$ cat src/rtl/btb_update_ctrl_if.sv
// Bundle for the BTB update controller: fetch lookup, execute update, flush, stats.
// Latency: n/a (wiring only).
// Backpressure: up_valid/up_ready handshake on the update channel; lookups are never stalled.
//
// Ports: lk_* (fetch lookup request/response), up_* (resolved-branch update),
// flush (invalidate all), stat_* (lookup/hit counters).
// Modport master = fetch/execute side, slave = controller.
interface btb_update_ctrl_if #(
    parameter int W_PC  = 8,
    parameter int W_BTA = 32
);
    logic              lk_valid;
    logic [W_PC-1:0]   lk_pc;
    logic              lk_hit;
    logic              lk_taken;
    logic [W_BTA-1:0]  lk_bta;

    logic              up_valid;
    logic              up_ready;
    logic [W_PC-1:0]   up_pc;
    logic [W_BTA-1:0]  up_bta;
    logic              up_taken;

    logic              flush;

    logic [15:0]       stat_lookups;
    logic [15:0]       stat_hits;

    modport master (
        output lk_valid, lk_pc, up_valid, up_pc, up_bta, up_taken, flush,
        input  lk_hit, lk_taken, lk_bta, up_ready, stat_lookups, stat_hits
    );

    modport slave (
        input  lk_valid, lk_pc, up_valid, up_pc, up_bta, up_taken, flush,
        output lk_hit, lk_taken, lk_bta, up_ready, stat_lookups, stat_hits
    );
endinterface

$ cat src/rtl/btb_update_ctrl.sv
// 4-entry fully-associative BTB with LRU-age replacement and 2-bit direction counters.
// Latency: lookup 1 cycle (registered); update occupies 3 cycles accept-to-accept.
// Backpressure: up_ready only in IDLE with flush low; lookups serviced every cycle.
//
// Ports: clk (rising edge), reset (synchronous, active-high), bus (btb_update_ctrl_if.slave).
// Optional feature: define BTB_STATS_EN to enable saturating lookup/hit counters;
// without it stat_lookups/stat_hits are tied to zero.
module btb_update_ctrl #(
    parameter int W_PC  = 8,
    parameter int W_BTA = 32
) (
    input  logic               clk,
    input  logic               reset,
    btb_update_ctrl_if.slave   bus
);
    localparam int N_ENT = 4;

    typedef enum logic [1:0] {ST_IDLE, ST_SEARCH, ST_WRITE, ST_FLUSH} state_t;

    // Table state
    logic [N_ENT-1:0]  valid_q;
    logic [W_PC-1:0]   tag_q [N_ENT];
    logic [W_BTA-1:0]  bta_q [N_ENT];
    logic [1:0]        ctr_q [N_ENT];
    logic [1:0]        age_q [N_ENT];
    logic [1:0]        age_d [N_ENT];

    // FSM and captured update
    state_t            state_q;
    logic [W_PC-1:0]   up_pc_q;
    logic [W_BTA-1:0]  up_bta_q;
    logic              up_taken_q;
    logic              sel_hit_q;
    logic [1:0]        sel_idx_q;

    // Registered lookup response
    logic              lk_hit_q;
    logic              lk_taken_q;
    logic [W_BTA-1:0]  lk_bta_q;

    function automatic logic [1:0] first_set(input logic [3:0] v);
        first_set = 2'd0;
        for (int i = N_ENT - 1; i >= 0; i--) begin
            if (v[i]) first_set = 2'(i);
        end
    endfunction

    // ---------------- lookup match ----------------
    logic [N_ENT-1:0] lk_match;
    logic             lk_hit_c;
    logic [1:0]       lk_idx_c;

    always_comb begin
        for (int i = 0; i < N_ENT; i++) begin
            lk_match[i] = valid_q[i] && (tag_q[i] == bus.lk_pc);
        end
        // The FLUSH cycle reports misses even though entries are still valid
        // until the end of that cycle.
        lk_hit_c = bus.lk_valid && (state_q != ST_FLUSH) && (|lk_match);
        lk_idx_c = first_set(lk_match);
    end

    // ---------------- update search ----------------
    logic [N_ENT-1:0] up_match;
    logic [N_ENT-1:0] age3_vec;
    logic [1:0]       victim_idx;

    always_comb begin
        for (int i = 0; i < N_ENT; i++) begin
            up_match[i] = valid_q[i] && (tag_q[i] == up_pc_q);
            age3_vec[i] = valid_q[i] && (age_q[i] == 2'd3);
        end
        if (!(&valid_q)) victim_idx = first_set(~valid_q);
        else             victim_idx = first_set(age3_vec);
    end

    // A miss that is not taken leaves the table untouched; flush aborts the write.
    logic wr_en_c;
    assign wr_en_c = (state_q == ST_WRITE) && !bus.flush && (sel_hit_q || up_taken_q);

    logic [1:0] ctr_next_c;
    always_comb begin
        ctr_next_c = ctr_q[sel_idx_q];
        if (up_taken_q) begin
            if (ctr_q[sel_idx_q] != 2'd3) ctr_next_c = ctr_q[sel_idx_q] + 2'd1;
        end else begin
            if (ctr_q[sel_idx_q] != 2'd0) ctr_next_c = ctr_q[sel_idx_q] - 2'd1;
        end
    end

    // ---------------- age (LRU) maintenance ----------------
    // The table write wins over a same-cycle lookup hit; only one touch per cycle.
    logic       touch_en;
    logic [1:0] touch_idx;
    logic [2:0] touch_old;

    always_comb begin
        touch_en  = wr_en_c || lk_hit_c;
        touch_idx = wr_en_c ? sel_idx_q : lk_idx_c;
        // Allocating into an invalid slot ages every valid entry, so treat its
        // old age as one past the oldest possible.
        touch_old = valid_q[touch_idx] ? {1'b0, age_q[touch_idx]} : 3'd4;
        for (int i = 0; i < N_ENT; i++) begin
            age_d[i] = age_q[i];
            if (touch_en) begin
                if (touch_idx == 2'(i)) begin
                    age_d[i] = 2'd0;
                end else if (valid_q[i] && ({1'b0, age_q[i]} < touch_old)) begin
                    age_d[i] = age_q[i] + 2'd1;
                end
            end
        end
    end

    // ---------------- table storage ----------------
    always_ff @(posedge clk) begin
        if (reset) begin
            valid_q <= '0;
            for (int i = 0; i < N_ENT; i++) begin
                tag_q[i] <= '0;
                bta_q[i] <= '0;
                ctr_q[i] <= '0;
                age_q[i] <= '0;
            end
        end else if (state_q == ST_FLUSH) begin
            valid_q <= '0;
            for (int i = 0; i < N_ENT; i++) begin
                ctr_q[i] <= '0;
                age_q[i] <= '0;
            end
        end else begin
            for (int i = 0; i < N_ENT; i++) begin
                age_q[i] <= age_d[i];
            end
            if (wr_en_c) begin
                if (sel_hit_q) begin
                    ctr_q[sel_idx_q] <= ctr_next_c;
                    if (up_taken_q) bta_q[sel_idx_q] <= up_bta_q;
                end else begin
                    valid_q[sel_idx_q] <= 1'b1;
                    tag_q[sel_idx_q]   <= up_pc_q;
                    bta_q[sel_idx_q]   <= up_bta_q;
                    ctr_q[sel_idx_q]   <= 2'b10;
                end
            end
        end
    end

    // ---------------- update FSM ----------------
    always_ff @(posedge clk) begin
        if (reset) begin
            state_q    <= ST_IDLE;
            up_pc_q    <= '0;
            up_bta_q   <= '0;
            up_taken_q <= 1'b0;
            sel_hit_q  <= 1'b0;
            sel_idx_q  <= 2'd0;
        end else if (bus.flush) begin
            state_q <= ST_FLUSH;
        end else begin
            case (state_q)
                ST_IDLE: begin
                    if (bus.up_valid) begin
                        up_pc_q    <= bus.up_pc;
                        up_bta_q   <= bus.up_bta;
                        up_taken_q <= bus.up_taken;
                        state_q    <= ST_SEARCH;
                    end
                end
                ST_SEARCH: begin
                    sel_hit_q <= |up_match;
                    sel_idx_q <= (|up_match) ? first_set(up_match) : victim_idx;
                    state_q   <= ST_WRITE;
                end
                ST_WRITE: state_q <= ST_IDLE;
                ST_FLUSH: state_q <= ST_IDLE;
                default:  state_q <= ST_IDLE;
            endcase
        end
    end

    assign bus.up_ready = (state_q == ST_IDLE) && !bus.flush;

    // ---------------- lookup response ----------------
    always_ff @(posedge clk) begin
        if (reset) begin
            lk_hit_q   <= 1'b0;
            lk_taken_q <= 1'b0;
            lk_bta_q   <= '0;
        end else begin
            lk_hit_q   <= lk_hit_c;
            lk_taken_q <= lk_hit_c && ctr_q[lk_idx_c][1];
            lk_bta_q   <= lk_hit_c ? bta_q[lk_idx_c] : '0;
        end
    end

    assign bus.lk_hit   = lk_hit_q;
    assign bus.lk_taken = lk_taken_q;
    assign bus.lk_bta   = lk_bta_q;

    // ---------------- statistics ----------------
`ifdef BTB_STATS_EN
    logic [15:0] stat_lookups_q;
    logic [15:0] stat_hits_q;

    always_ff @(posedge clk) begin
        if (reset) begin
            stat_lookups_q <= '0;
            stat_hits_q    <= '0;
        end else begin
            if (bus.lk_valid && (stat_lookups_q != 16'hFFFF)) stat_lookups_q <= stat_lookups_q + 16'd1;
            if (lk_hit_c && (stat_hits_q != 16'hFFFF))        stat_hits_q    <= stat_hits_q + 16'd1;
        end
    end

    assign bus.stat_lookups = stat_lookups_q;
    assign bus.stat_hits    = stat_hits_q;
`else
    assign bus.stat_lookups = 16'd0;
    assign bus.stat_hits    = 16'd0;
`endif

endmodule
$ cat src/flat_wrapper.sv
// flat-port wrapper written by rule: the top's interface ports become plain ports
module btb_update_ctrl_flat 
#(
    parameter int W_PC  = 8,
    parameter int W_BTA = 32
)
  (clk, reset, bus_lk_valid, bus_lk_pc, bus_up_valid, bus_up_pc, bus_up_bta, bus_up_taken, bus_flush, bus_lk_hit, bus_lk_taken, bus_lk_bta, bus_up_ready, bus_stat_lookups, bus_stat_hits);
  btb_update_ctrl_if #(.W_PC(W_PC), .W_BTA(W_BTA)) bus_i ();
  input  logic clk;
  input  logic reset;
  input wire logic [$bits(bus_i.lk_valid)-1:0] bus_lk_valid;
  input wire logic [$bits(bus_i.lk_pc)-1:0] bus_lk_pc;
  input wire logic [$bits(bus_i.up_valid)-1:0] bus_up_valid;
  input wire logic [$bits(bus_i.up_pc)-1:0] bus_up_pc;
  input wire logic [$bits(bus_i.up_bta)-1:0] bus_up_bta;
  input wire logic [$bits(bus_i.up_taken)-1:0] bus_up_taken;
  input wire logic [$bits(bus_i.flush)-1:0] bus_flush;
  output wire logic [$bits(bus_i.lk_hit)-1:0] bus_lk_hit;
  output wire logic [$bits(bus_i.lk_taken)-1:0] bus_lk_taken;
  output wire logic [$bits(bus_i.lk_bta)-1:0] bus_lk_bta;
  output wire logic [$bits(bus_i.up_ready)-1:0] bus_up_ready;
  output wire logic [$bits(bus_i.stat_lookups)-1:0] bus_stat_lookups;
  output wire logic [$bits(bus_i.stat_hits)-1:0] bus_stat_hits;
  assign bus_i.lk_valid = bus_lk_valid;
  assign bus_i.lk_pc = bus_lk_pc;
  assign bus_i.up_valid = bus_up_valid;
  assign bus_i.up_pc = bus_up_pc;
  assign bus_i.up_bta = bus_up_bta;
  assign bus_i.up_taken = bus_up_taken;
  assign bus_i.flush = bus_flush;
  assign bus_lk_hit = bus_i.lk_hit;
  assign bus_lk_taken = bus_i.lk_taken;
  assign bus_lk_bta = bus_i.lk_bta;
  assign bus_up_ready = bus_i.up_ready;
  assign bus_stat_lookups = bus_i.stat_lookups;
  assign bus_stat_hits = bus_i.stat_hits;
  btb_update_ctrl #(.W_PC(W_PC), .W_BTA(W_BTA)) u_core (.clk(clk), .reset(reset), .bus(bus_i));
endmodule
$ cat config.mk
export PLATFORM = sky130hd
export DESIGN_NAME = btb_update_ctrl_flat
export DESIGN_NICKNAME = d
export VERILOG_FILES = /design/src/rtl/btb_update_ctrl_if.sv /design/src/rtl/btb_update_ctrl.sv /design/src/flat_wrapper.sv
export SDC_FILE = /design/constraint.sdc
export NUM_CORES = 1
export LEC_CHECK = 0
export CORE_MARGIN = 5
export CORE_UTILIZATION = 53
export CTS_BUF_LIST = sky130_fd_sc_hd__clkbuf_8
export CTS_CLUSTER_SIZE = 30
export DETAILED_ROUTE_END_ITERATION = 6
export GPL_TIMING_DRIVEN = 0
export HOLD_SLACK_MARGIN = 0.06
export PLACE_DENSITY_LB_ADDON = 0.15
export SLEW_MARGIN = 15
export SYNTH_ARGS = -nofsm -noshare
export SYNTH_HDL_FRONTEND = slang
export SYNTH_SLANG_ARGS = --single-unit
$ cat constraint.sdc
create_clock -name clk -period 4.2 [get_ports clk]
set_input_delay 1.26 -clock clk [delete_from_list [all_inputs] [get_ports clk]]
set_output_delay 1.26 -clock clk [all_outputs]
set_load 0.03 [all_outputs]
==> run metrics, run 1 <==
die area=25240 um2; worst setup skew after layout=0.01057 ns; Final Critical Period=3.941 ns; io pins=121; CP required=4.68 ns; Internal=4067 uW; status=finished clean; setup ws final=0.2586 ns; highest clock rate=253.7 MHz; Port Buf Inserts=82; Mapped Area=11750 um2; worst vdd ir=247.1 uV; post-route ant nets=0; sequential share of the synthesized area=59.48%; area leader, netlist=edfxtp_1; sw power=1241 uW; Sw Share=23.37%; diodes inserted=0; setup tns final=0 ns; number of global-route vias before repair=8300; crit share post-route=93.84%; final core utilization=64.67%; commonest non-fill, non-tap cell in the layout=edfxtp_1; layout cells sized above 1=13.70%; # rows=54; kind of end point of the critical path=flip-flop; via density per instance=5.183; Avg Cell Area, Syn=10.88 um2; Initial Util=53.82%; Least-Margin Pin Slew=0.9782 ns; GP Congestion=0.8577; Die Y=158.9 um; Die W=158.9 um; Synth area leaders=edfxtp_1 (44%), dfxtp_1 (15%), nor2_1 (4.9%), nand2_1 (4.7%), mux2_2 (3.3%); Logic pwr share=6.6%; relative slew slack=34.79%; clock sinks=262; critical path arrival=4.42 ns; worst slack, placed=-1.055 ns; sequential share of power=53.9%; number of synthesized flops with an enable pin=174; final setup fails=0; Synth-to-Final Area Change=20.14%; most frequent cells in the layout=edfxtp_1 (174), nor2_1 (154), nand2_1 (148), dfxtp_1 (88), clkdlybuf4s50_1 (79); routed vias=8111; htree depth=2; Cells after Synth=1080; GR Overflow Total=0; clock slew at reported path FFs=0.06 ns; # nets final=1312; post-synth top area share=44.48%; max cap viols=0; critical path class=in2reg; CP startpoint kind=input port; initial antenna violation count=0; DRT iter0 DRCs=586; top_reg_cell synth=edfxtp_1; synth warn=0; Root Buffer Master=clkbuf_8; post-synth cell types=56; P_leak=0.005826 uW; DRT Pass-1 Iters=5; RSZ-0062 raised after global routing=false; first-pass GRT wire length=43.66 mm; area of the core=21820 um2; DRC errors left=0; ys async rst share=0%; Fin. Hold Viols=0; #FFs+latches synth=262; clk_lat worst skew=0.55 ns; Max Slew Vio Count=0; Clk pwr share=39.5%; total wire length=27.39 mm; post-DP HPWL=18.86 mm; Max Buffers Root-to-Sink=3; worst min-delay path category=reg2reg; pin count of the biggest net entering global routing=33; post-DR wirelength/cell=17.50 um; crit-path max FO=6; CTS tree=yes; power per cell area=376.1 nW/um2; Total Routing Usage GR=21.45%; cts bufs inserted=43
## power groups by stage
stage | combinational [uW] | clock, uW | sequential (uW)
3_5_place_dp | 346 | 0 | 2910
2_1_floorplan | 229 | 0 | 2900
6_report | 348 | 2100 | 2860
3_3_place_gp | 331 | 0 | 2910
5_1_grt | 378 | 2260 | 2870
4_1_cts | 348 | 2140 | 2860
## sequential cells by signal (all words and copies together), names as in the netlist, named ones only
| name | count |
|---|---|
| u_core.age_q | 8 |
| u_core.bta_q | 128 |
| u_core.bus.lk_bta | 32 |
| u_core.bus.lk_hit | 1 |
| u_core.bus.lk_taken | 1 |
| u_core.ctr_q | 8 |
| u_core.sel_hit_q | 1 |
| u_core.sel_idx_q | 2 |
| u_core.state_q | 2 |
| u_core.tag_q | 32 |
| u_core.up_bta_q | 32 |
| u_core.up_pc_q | 8 |
| u_core.up_taken_q | 1 |
| u_core.valid_q | 4 |
## worst max-delay path, stage by stage
cell and delay [ns]:
buf_2 0.14, xnor2_1 0.20, nand4_1 0.23, nor3_4 0.29, o211ai_4 0.14, o21a_4 0.26
mux2i_1 0.14, mux2i_1 0.19, o211ai_1 0.14, ha_1 0.33, nor2b_1 0.14, a221o_1 0.31
a21o_1 0.18, a221o_1 0.31, o22ai_1 0.15
## cell usage after synthesis, types with 10 or more instances
cell type and number:
edfxtp_1 174, nand2_1 148, inv_1 50, a21oi_1 52
buf_4 33, clkbuf_1 55, mux2i_1 37, xor2_1 27
and2_1 33, dfxtp_1 88, nand3_1 10, o21ai_0 13
a211oi_1 37, nor2_1 154, mux2_2 34, xnor2_1 37
## final cells by class
type,count,area [um2]
well taps,280,350.3
plain buffers,102,576.8
multi-input cells,696,4229
inverters,51,191.4
flip-flops and latches,262,6987
clock buffers,47,646.9
repair buffers,94,963.4
fillers,1783,7711
clock inverters,33,167.7
## per-layer routing
layer	part of all wire (%)	vias up	track usage, %	wire [um]
met4	2.1	0	6.320	567
met1	43	3797	28.43	11890
met3	6.4	45	4.614	1751
li1	-	3981	-	-
met5	0	-	0	0
met2	48	288	35.73	13190
## final timing paths
path | from | endpoint | slack (ns) | cells past startpoint
max | bus_lk_pc[0] | u_core.age_q[2][1]$_SDFFE_PP0P_ | 0.26 | 15
min | u_core.up_bta_q[8]$_SDFFE_PP0P_ | u_core.up_bta_q[8]$_SDFFE_PP0P_ | 0.46 | 2
max reg2reg | u_core.tag_q[3][0]$_DFFE_PP_ | u_core.age_q[2][1]$_SDFFE_PP0P_ | 0.67 | 14
min reg2reg | u_core.up_bta_q[8]$_SDFFE_PP0P_ | u_core.up_bta_q[8]$_SDFFE_PP0P_ | 0.46 | 2
## kinds of logic (layout without fill, tap and decap cells)
| logic type | after synthesis | after routing | share of synthesized area [%] |
|---|---|---|---|
| mux | 73 | 73 | 6.796 |
| xor+xnor | 64 | 64 | 4.772 |
| flops | 262 | 262 | 59.48 |
| compound gates | 134 | 134 | 7.552 |
| fa+ha+maj | 10 | 10 | 1.023 |
| other cells | 1 | 32 | 0.03193 |
| simple gates | 383 | 383 | 14.06 |
| buf+inv | 153 | 327 | 6.285 |
## what timing repair did
action,4_1_cts,5_1_grt
endpoints found under the setup margin,3,34
hold buffers,0,0
pin swaps,5,4
gates resized for setup,4,9
setup buffers,6,3
## metrics by stage
step / area, um2 / instances / hold slack (ns) / total power, uW
after detailed placement: 13220 / 1476 / 0.4562 / 3260
after global placement: 13110 / 1473 / 0.4515 / 3245
after CTS: 14090 / 1562 / 0.4657 / 5345
after global routing: 14110 / 1565 / 0.4869 / 5503
after floorplan: 11940 / 1111 / 0.4450 / 3132
final: 14110 / 1565 / 0.4640 / 5307
No activity file was read; power rests on OpenSTA's default activity.
==> run 2, diff against run 1 <==
CORE_UTILIZATION = 40   (was 53)
==> run metrics, run 2 (synthesis gave the netlist of run 1 again) <==
relative slew slack=35.51% (+0.72 points); worst slack, placed=-1.079 ns (-0.02391 ns); worst-case hold path end point=u_core.up_bta_q[9]$_SDFFE_PP0P_; Largest delay share family, worst path=compound AO/OA/AOI/OAI gates; area of the core=28860 um2 (+32%); highest clock rate=251.5 MHz (-0.88%); clock sinks=262 (unchanged); post-route ant nets=0 (unchanged); DRT iter0 DRCs=498 (-15%); diodes inserted=0 (unchanged); CP required=4.67 ns (about the same); crit-path max FO=6 (unchanged); worst hold start=u_core.up_bta_q[9]$_SDFFE_PP0P_; layout cells sized above 1=14.30% (+0.60 points); Largest register FFs=128 (unchanged); critical path depth=15 (unchanged); worst setup skew after layout=0.01491 ns (+0.004342 ns); post-DR wirelength/cell=17.11 um (-2.2%); die area=32890 um2 (+30%); WHS Path Cells=2 (unchanged); first-pass GRT wire length=44.88 mm (+2.8%); RR Endpoint=u_core.age_q[2][1]$_SDFFE_PP0P_; final core utilization=49.78% (-15 points); Die W=181.4 um (+14%); power per cell area=382.4 nW/um2 (+1.7%); final instance area=14370 um2 (+1.8%); P_leak=0.005921 uW (+1.6%); critical path class=in2reg; setup ws final=0.2235 ns (-0.03511 ns); Total Routing Usage GR=17.14% (-4.3 points); worst min-delay path category=reg2reg; crit share post-route=94.68% (+0.84 points); Slowest-stage cell, CP=nor3_2; via density per instance=4.831 (-6.8%); commonest non-fill, non-tap cell in the layout=edfxtp_1; pin count of the biggest net entering global routing=33 (unchanged); total wire length=28.71 mm (+4.8%); Fin. Hold Viols=0 (unchanged); Post-DP Area=13350 um2 (+0.93%); Least-Margin Pin Slew=0.9674 ns (-0.01083 ns); Max Buffers Root-to-Sink=3 (unchanged); Crit path largest cell delay=0.32 ns (about the same); max cap viols=0 (unchanged); clock slew at reported path FFs=0.06 ns (about the same); # rows=62 (+15%); Layout Cells excl Fill=1678 (+7.2%); CP Buf/Inv Count=1 (unchanged); final setup fails=0 (unchanged); DRT Pass-1 Iters=7 (+2); Placed Cells=1580 (+7.0%); routed vias=8107 (-0.049%); initial antenna violation count=0 (unchanged); worst vdd ir=200.6 uV (-19%); Die Y=181.4 um (+14%); worst r2r path cells=14 (unchanged); GP Congestion=0.8109 (-5.5%); # nets final=1318 (+0.46%); RSZ-0062 raised after global routing=false; Root Buffer Master=clkbuf_8; DRC errors left=0 (unchanged); Synth-to-Final Area Change=22.31%; cts bufs inserted=46 (+7.0%); Port Buf Inserts=82 (unchanged); io pins=121 (unchanged); hold_ws=0.4633 ns (-0.0006600 ns); Final Critical Period=3.976 ns (+0.03510 ns); Hold Buf Count CTS=0 (unchanged); number of global-route vias before repair=8262 (-0.46%); Initial Util=40.70% (-13 points); critical path arrival=4.45 ns (+0.03 ns); worst-path cell chain=clkbuf_2, xnor2_1, nand2_1, nor3_2, o211ai_4, o21a_4, mux2i_1, mux2i_1, o211ai_1, ha_1, nor2b_1, a221o_1, a21o_1, a221o_1, o22ai_1; CTS tree=yes; reg2reg setup slack=0.64 ns (-0.03 ns); launch point of the worst reg-to-reg path=u_core.tag_q[2][5]$_SDFFCE_PN0P_; htree depth=2 (unchanged); most frequent cells in the layout=edfxtp_1 (174), nor2_1 (154), nand2_1 (148), dfxtp_1 (88), clkdlybuf4s50_1 (78); most flop-heavy register=u_core.bta_q; Max Slew Vio Count=0 (unchanged); post-DP HPWL=19.93 mm (+5.7%); clk_lat worst skew=0.55 ns (about the same); status=finished clean; CP startpoint kind=input port; GR Overflow Total=0 (unchanged); kind of end point of the critical path=flip-flop
-- run 2: cell types whose count changed in the layout (fill, tap and decap cells not counted), sizes merged --
cell / before / now
clkdlybuf4s50: 79 / 78
inv: 64 / 74
dlygate4sd2: 0 / 1
clkbuf: 103 / 115
buf: 60 / 63
clkinv: 18 / 3
bufinv: 1 / 0
-- run 2: worst max path at each step --
| stage | start | end | slack (ns) |
|---|---|---|---|
| 3_5_place_dp | bus_lk_pc[1] | u_core.age_q[2][1]$_SDFFE_PP0P_ | -1.08 |
| 5_1_grt | bus_lk_pc[2] | u_core.age_q[2][1]$_SDFFE_PP0P_ | 0.02 |
| 3_3_place_gp | bus_flush | u_core.bta_q[2][16]$_SDFFCE_PN0P_ | -1.81 |
| 2_1_floorplan | bus_lk_pc[6] | u_core.age_q[2][0]$_SDFFE_PP0P_ | -0.11 |
| 4_1_cts | bus_lk_pc[1] | u_core.age_q[2][1]$_SDFFE_PP0P_ | 0.003 |
| 6_report | bus_lk_pc[1] | u_core.age_q[2][1]$_SDFFE_PP0P_ | 0.22 |
-- run 2: worst min-delay path, cell delays in order, from the launching register on --
cell     delay, ns
dfxtp_1       0.31
nand2_1       0.05
a21oi_1       0.05
-- run 2: repair_timing --
| action | in CTS | in global routing |
|---|---|---|
| cloned | 0 | 0 |
| pin swaps | 5 | 9 |
| gates resized for setup | 6 | 9 |
| endpoints found under the setup margin | 7 | 19 |
| buffers inserted | 6 | 6 |
-- run 2: area by class of cell --
class | instances | area (um2)
fill | 2734 | 14490
timing repair buffer | 97 | 977.2
buffer | 102 | 576.8
inverter | 51 | 191.4
clock inverter | 27 | 113.9
tap | 384 | 480.5
clock buffer | 59 | 812.0
sequential | 262 | 6987
multi-input combinational | 696 | 4228
-- run 2: where the power goes --
group          internal (uW)  switching, uW
sequential              2820           38.6
clock                   1260           1020
combinational            147            202
total                   4230           1260
-- run 2: metal layers --
metal	vias up	GRT usage [%]	wire, um
li1	3975	-	-
met3	46	3.217	1639
met1	3842	23.53	13240
met2	244	28.02	13250
met5	-	0	0
met4	0	4.623	574
-- run 2: through the flow --
step | TNS, ns | total power (uW)
after CTS | 0 | 5564
final | 0 | 5493
after floorplan | -0.2179 | 3132
after global placement | -191.98 | 3252
after detailed placement | -34.27 | 3263
after global routing | 0 | 5714
==> run 3, diff against run 2 <==
ABC_AREA = 0   (was unset)
==> results of run 3 <==
No change in the layout: final DEF, timing and power equal those of run 2.
